File: src/rtl/adder.sv
// Registered add/subtract with optional signed saturation.
// Optional carry/overflow flag ports are built when ADDER_FLAGS_EN is defined.
module adder #(
  parameter int DATA_WIDTH = 32,
  parameter bit SATURATE   = 1'b0
) (
  input  logic                  clk,
  input  logic                  rst_n,
  input  logic                  in_valid,
  input  logic [DATA_WIDTH-1:0] a,
  input  logic [DATA_WIDTH-1:0] b,
  input  logic                  sub,
  output logic                  out_valid,
`ifdef ADDER_FLAGS_EN
  output logic [DATA_WIDTH-1:0] result,
  output logic                  carry,
  output logic                  overflow
`else
  output logic [DATA_WIDTH-1:0] result
`endif
);

  localparam int W = DATA_WIDTH;

  localparam logic [W-1:0] MAX_POS = {1'b0, {(W-1){1'b1}}};
  localparam logic [W-1:0] MAX_NEG = {1'b1, {(W-1){1'b0}}};

  logic [W-1:0] b_op;
  logic [W:0]   sum_ext;
  logic [W-1:0] wrapped;
  logic         ovf;
  logic [W-1:0] res_next;

  // Subtract as a + ~b + 1 so one adder serves both operations.
  always_comb begin
    b_op     = sub ? ~b : b;
    sum_ext  = {1'b0, a} + {1'b0, b_op} + {{W{1'b0}}, sub};
    wrapped  = sum_ext[W-1:0];
    ovf      = ((a[W-1] ^ b_op[W-1]) == 1'b0)
             && (wrapped[W-1] != a[W-1]);
    res_next = wrapped;
    if (SATURATE && ovf) begin
      res_next = a[W-1] ? MAX_NEG : MAX_POS;
    end
  end

  // Result register holds its value when no operation is accepted.
  always_ff @(posedge clk or negedge rst_n) begin
    if (!rst_n) begin
      result <= '0;
    end else if (in_valid) begin
      result <= res_next;
    end
  end

  // Valid is the input valid delayed by one cycle.
  always_ff @(posedge clk or negedge rst_n) begin
    if (!rst_n) begin
      out_valid <= 1'b0;
    end else begin
      out_valid <= in_valid;
    end
  end

`ifdef ADDER_FLAGS_EN
  logic carry_next;

  // Carry-out of a+~b+1 is "no borrow", so invert it for subtract.
  always_comb begin
    carry_next = sub ? ~sum_ext[W] : sum_ext[W];
  end

  // Flag registers follow the result register's hold behaviour.
  always_ff @(posedge clk or negedge rst_n) begin
    if (!rst_n) begin
      carry    <= 1'b0;
      overflow <= 1'b0;
    end else if (in_valid) begin
      carry    <= carry_next;
      overflow <= ovf;
    end
  end
`endif

endmodule

File: config.mk
export PLATFORM = sky130hd
export DESIGN_NAME = adder
export DESIGN_NICKNAME = d
export VERILOG_FILES = /design/src/rtl/adder.sv
export SDC_FILE = /design/constraint.sdc
export NUM_CORES = 1
export LEC_CHECK = 0
export CAP_MARGIN = 20
export CORE_MARGIN = 5
export CORE_UTILIZATION = 48
export DETAILED_ROUTE_END_ITERATION = 8
export PLACE_DENSITY = 0.81
export SLEW_MARGIN = 0
export SYNTH_ARGS = -nofsm -noshare
export SYNTH_HDL_FRONTEND = slang
export SYNTH_SLANG_ARGS = --single-unit
File: constraint.sdc
create_clock -name clk -period 1.4 [get_ports clk]
set_input_delay 0.28 -clock clk [delete_from_list [all_inputs] [get_ports clk]]
set_output_delay 0.28 -clock clk [all_outputs]
set_load 0.02 [all_outputs]
* Word level (Yosys, flattened, before mapping)
Index checks and enable logic that the tools add are counted.
** Storage, ports and cells
- Flip-flop bits (word level) :: 33
- Bits of input ports :: 68
- Word-level logic and storage cells :: 6
** Cells by class
- Add/subtract/negate cells :: 2
- Muxes and demuxes :: 1
- Bitwise operators :: 1
** Operator list (number)
- 32-bit by 1-bit adder with 32-bit output :: 1
- 32-bit adder :: 1
- 32-bit 2-to-1 mux :: 1
- 32-bit NOT :: 1

* Longest topological paths before layout
- Depth after elaboration :: 4
- Mapped depth :: 13
- Gate-level depth less buffers :: 11

* Worst setup path before layout
Ideal clock, no wire load.
- Path kind :: input -> register
- From :: in sub
- To :: reg result[30]
- Arrival :: 3246 ps
- Required time :: 1296 ps
- Setup slack :: -1950 ps
- Stages :: 13
- Path buffers :: 2
- Cell sequence :: clkbuf_1 -> buf_1 -> xor2_1 -> inv_1 -> fa_1 -> and2b_1 -> o2111ai_2 -> a31oi_4 -> o21ai_2 -> o41ai_4 -> a31oi_2 -> o21a_1 -> o311ai_1
** Between the ends
- Cells in the longest elaborated chain, start to end :: 3
** Ends and longest elaborated chain
- from (decl) :: RTL line 12 : input logic sub,
- 32-bit 2-to-1 mux :: RTL line 36 : b_op = sub ? ~b : b;
- 32-bit adder :: RTL line 37 : sum_ext = {1'b0, a} + {1'b0, b_op} + {{W{1'b0}}, sub};
- 32-bit by 1-bit adder with 32-bit output (*) :: RTL line 37
- to (signal assigned) :: RTL line 52 : result <= res_next;
- to (decl) :: RTL line 19 : output logic [DATA_WIDTH-1:0] result
Every way passes the cells marked *; elsewhere a longest branch is shown, timed or not.
A chain may end at the register's enable or synchronous reset.

* Final worst setup path
- From :: in sub
- To :: reg result[31]
The elaborated chain is that of the path after synthesis.

==> flow_summary.toml <==
[status]
status = "finished, violations left"
violations = "negative setup slack"

[timing]
rsz0062_at_grt = "yes"
min_period_over_period = 1.995
setup_ws_ns = -1.393
final_hold_viol_count = 0
fin_crit_ns = 2.793
relSlewSlack = 0.6563
fmax_mhz = 358.0
report.final.setup_viol = 31
drv_slew = 0
worst_clock_skew_ns = 0
worst_pin_slew_ns = 0.5132

[power]
internal_power_mw = 3.948
power_density_nw_per_um2 = 1142
max-vdd-ir-drop_mv = 0.8913
power_switching_mw = 3.456
swShare = 0.4668
power_frac_seq = 0.209
leakage_nw = 2.993
combinationalPowerShare = 0.679
p_clk_frac = 0.112
p_total_mw = 7.405

[logic_synthesis]
avgSynthCellArea_um2 = 8.923
async_reset_ff_frac = 1.000
ys_seq_area_frac = 0.2481
synth_compound_area_frac = 0.2256
yosysUniqueCellTypes = 57
syn_nets = 475
yosys_register_bits = 33
muxShareOfSynthArea = 0.07782
synth_edf_count = 0
ys.flop_type = "dfrtp_1"
synthSimpleGateAreaFrac = 0.1353
syn_inst = 373
syn_area_um2 = 3328
synth-xor-area-share = 0.1500
synth_fa_ha_area_frac = 0.1301
ys_warn_count = 0
synth_top_family_by_area = "compound AO/OA/AOI/OAI gates"

[critical_path]
r2r_cells = 2
endpoint_kind = "flop"
crit_path_max_fanout = 6
critical_path.cell_chain = "buf_12 -> buf_12 -> buf_12 -> xor2_1 -> ha_1 -> a21oi_2 -> nor2_2 -> o211ai_1 -> o2111ai_2 -> nand3_2 -> o21ai_2 -> xnor2_1 -> mux2_4"
cp_data_required_time_ns = 1.61
critical_path_depth = 13
cpLargestDelayFamily = "compound AO/OA/AOI/OAI gates"
cp_common_cell = "buf_12"
critPathSlowestCell = "o211ai_1"
crit_type = "input pin to flop"
cp-start-kind = "input pin"
crit_arrival_ns = 3.00
critPathBufInv = 3
slowest_delay_ns = 0.46

[drt]
firstDrtPassIters = 8
wl_um = 21830
via_per_inst = 7.098
drtIter0Drc = 578
drc = 0
ant_nets = 0
wl_per_cell_um = 31.41
routed-via-count = 4933

[flow_run]
maxCapViolCount = 0

[clock_network]
cts.htree.levels = 2
cts_max_path_buffers = 2
cts_tree = "yes"
numCtsBuffers = 5
cts_sinks = 33
clk_pin_slew_ns = 0.08
root_buffer = "clkbuf_8"
insertion_delay_ns = 0.32

[placed_design]
routabilityCongestion = 0.9052
portBuffers = 100
placed_area_um2 = 5160
hpwl_um = 8579
dpl.cell_count = 634

[cells_and_area]
fillers = 142
n_antenna_cell = 0
area_growth_pct = 94.74
layoutNonFillerInstCount = 695
final_area_um2 = 6481
drive_gt1_frac = 0.4846
finalNetCount = 716

[global_route]
antenna_found_initial = 0
first_global_vias = 4881
globalRoute.totalOverflow = 0
grt_max_degree = 19
grt_pass1_wl_um = 25890
grt_usage = 0.3897

[die]
num_io_pins = 101
die_w_um = 93.27
start_util = 0.4926
rows = 30
fp.dieArea_um2 = 8699
die_h_um = 93.27
core_area_um2 = 6756

[min_path]
holdCritPathClass = "input pin to flop"
min_delay_path_depth = 4
through the flow:
| stage | hold WS [ns] | setup WS [ns] | TNS, ns | util |
|---|---|---|---|---|
| 4_1_cts | 0.4382 | -1.112 | -23.97 | 0.8863 |
| 3_5_place_dp | 0.2383 | -1.902 | -43.19 | 0.7637 |
| 6_report | 0.4559 | -1.393 | -30.80 | 0.9593 |
| 5_1_grt | 0.4717 | -1.698 | -33.64 | 0.9593 |
| 3_3_place_gp | 0.2384 | -1.790 | -41.55 | 0.7637 |
| 2_1_floorplan | -0.01559 | -1.512 | -30.40 | - |
kinds of logic (layout without fill, tap and decap cells):
family / after synthesis / in the layout
fa+ha+maj: 34 / 34
compound gates: 105 / 105
mux: 22 / 22
xor+xnor: 57 / 57
simple gates: 93 / 93
buf+inv: 29 / 271
flops: 33 / 33
power groups by stage:
stage          combinational, mW  clock [mW]  sequential (mW)
4_1_cts                     3.97       0.731             1.46
6_report                    5.03       0.827             1.55
3_3_place_gp                3.47           0             1.46
2_1_floorplan               1.47           0             1.82
3_5_place_dp                3.56           0             1.48
5_1_grt                     5.12       0.858             1.57
flip-flops by register name (all words and copies together) (netlist names):
signal     count
out_valid      1
result        32
final timing paths:
kind                              end  startpoint  slack, ns
max                        result[31]         sub      -1.39
min                         result[0]        a[0]       0.46
max reg2reg                result[25]  result[25]       0.20
min reg2reg                result[19]  result[19]       0.53
max in group asynchronous   result[1]       rst_n       0.43
min in group asynchronous  result[14]       rst_n       0.47
layout by cell type, fill, tap and decap left out, types with 4 or more instances in the layout:
cell type,count
buf_4,122
dlygate4sd2_1,45
clkdlybuf4s50_1,44
dfrtp_1,33
xor2_1,32
ha_1,21
buf_6,19
nor2_1,18
nand2_1,17
mux2_4,16
a21oi_2,15
a21oi_1,13
o21ai_1,11
nand2_2,10
a21o_1,9
inv_1,9
xnor2_1,9
ha_4,9
xor2_2,8
nand4_1,8
nor2_2,7
o21ai_2,7
buf_12,7
a21oi_4,5
xnor2_2,5
mux2_2,5
clkbuf_8,5
o21ai_0,4
nand2b_1,4
worst reg2reg max path, delay by kind of cell (launching register included):
kind	cells	cell delay (ns)
AOI/OAI and AO/OA	2	0.69
DFF	1	0.39
layer usage:
metal	global-route usage	share of wire	vias up
met4	0.3101	0.11	0
met5	0	0	-
met3	0.1054	0.13	262
met1	0.4127	0.32	2265
met2	0.6480	0.44	587
li1	-	-	1819
timing repair:
action | 4_1_cts | 5_1_grt
buffers inserted | 28 | 24
pin swaps | 61 | 67
hold buffers | 1 | 0
gates resized for setup | 171 | 74
setup endpoints to repair | 64 | 31
endpoints found under the hold margin | 15 | 0
gates cloned | 3 | 0
cells in the mapped netlist, drive strengths merged, types with 2 or more instances:
cell type   n  share of area
a211o       2         0.0053
a21o       10          0.023
a21oi      33          0.053
a221oi      2         0.0053
a31oi       4          0.014
and2        2         0.0038
and3        3         0.0056
buf         6         0.0071
clkbuf     12          0.014
dfrtp      33           0.25
ha         33           0.12
inv        11          0.012
mux2       21          0.071
nand2      28          0.032
nand2b      5         0.0094
nand3       6         0.0090
nand4       8          0.015
nor2       28          0.032
nor2b       4         0.0075
nor3        4         0.0094
o2111ai     5          0.015
o211ai      3         0.0068
o21a        3         0.0068
o21ai      25          0.042
o21bai      3         0.0068
o221ai      2         0.0071
o31ai       2         0.0045
xnor2      14          0.037
xor2       43           0.11
final cells by class:
class                   count  area [um^2]  share of cell area
multi-input cells         311         3137              0.4840
repair buffers            252         2295              0.3541
flip-flops and latches     33        825.8              0.1274
well taps                  80        100.1             0.01544
clock buffers               6        72.57             0.01120
inverters                  11        41.29            0.006371
clock inverters             2        10.01            0.001544
No activity file was read; power rests on OpenSTA's default activity.
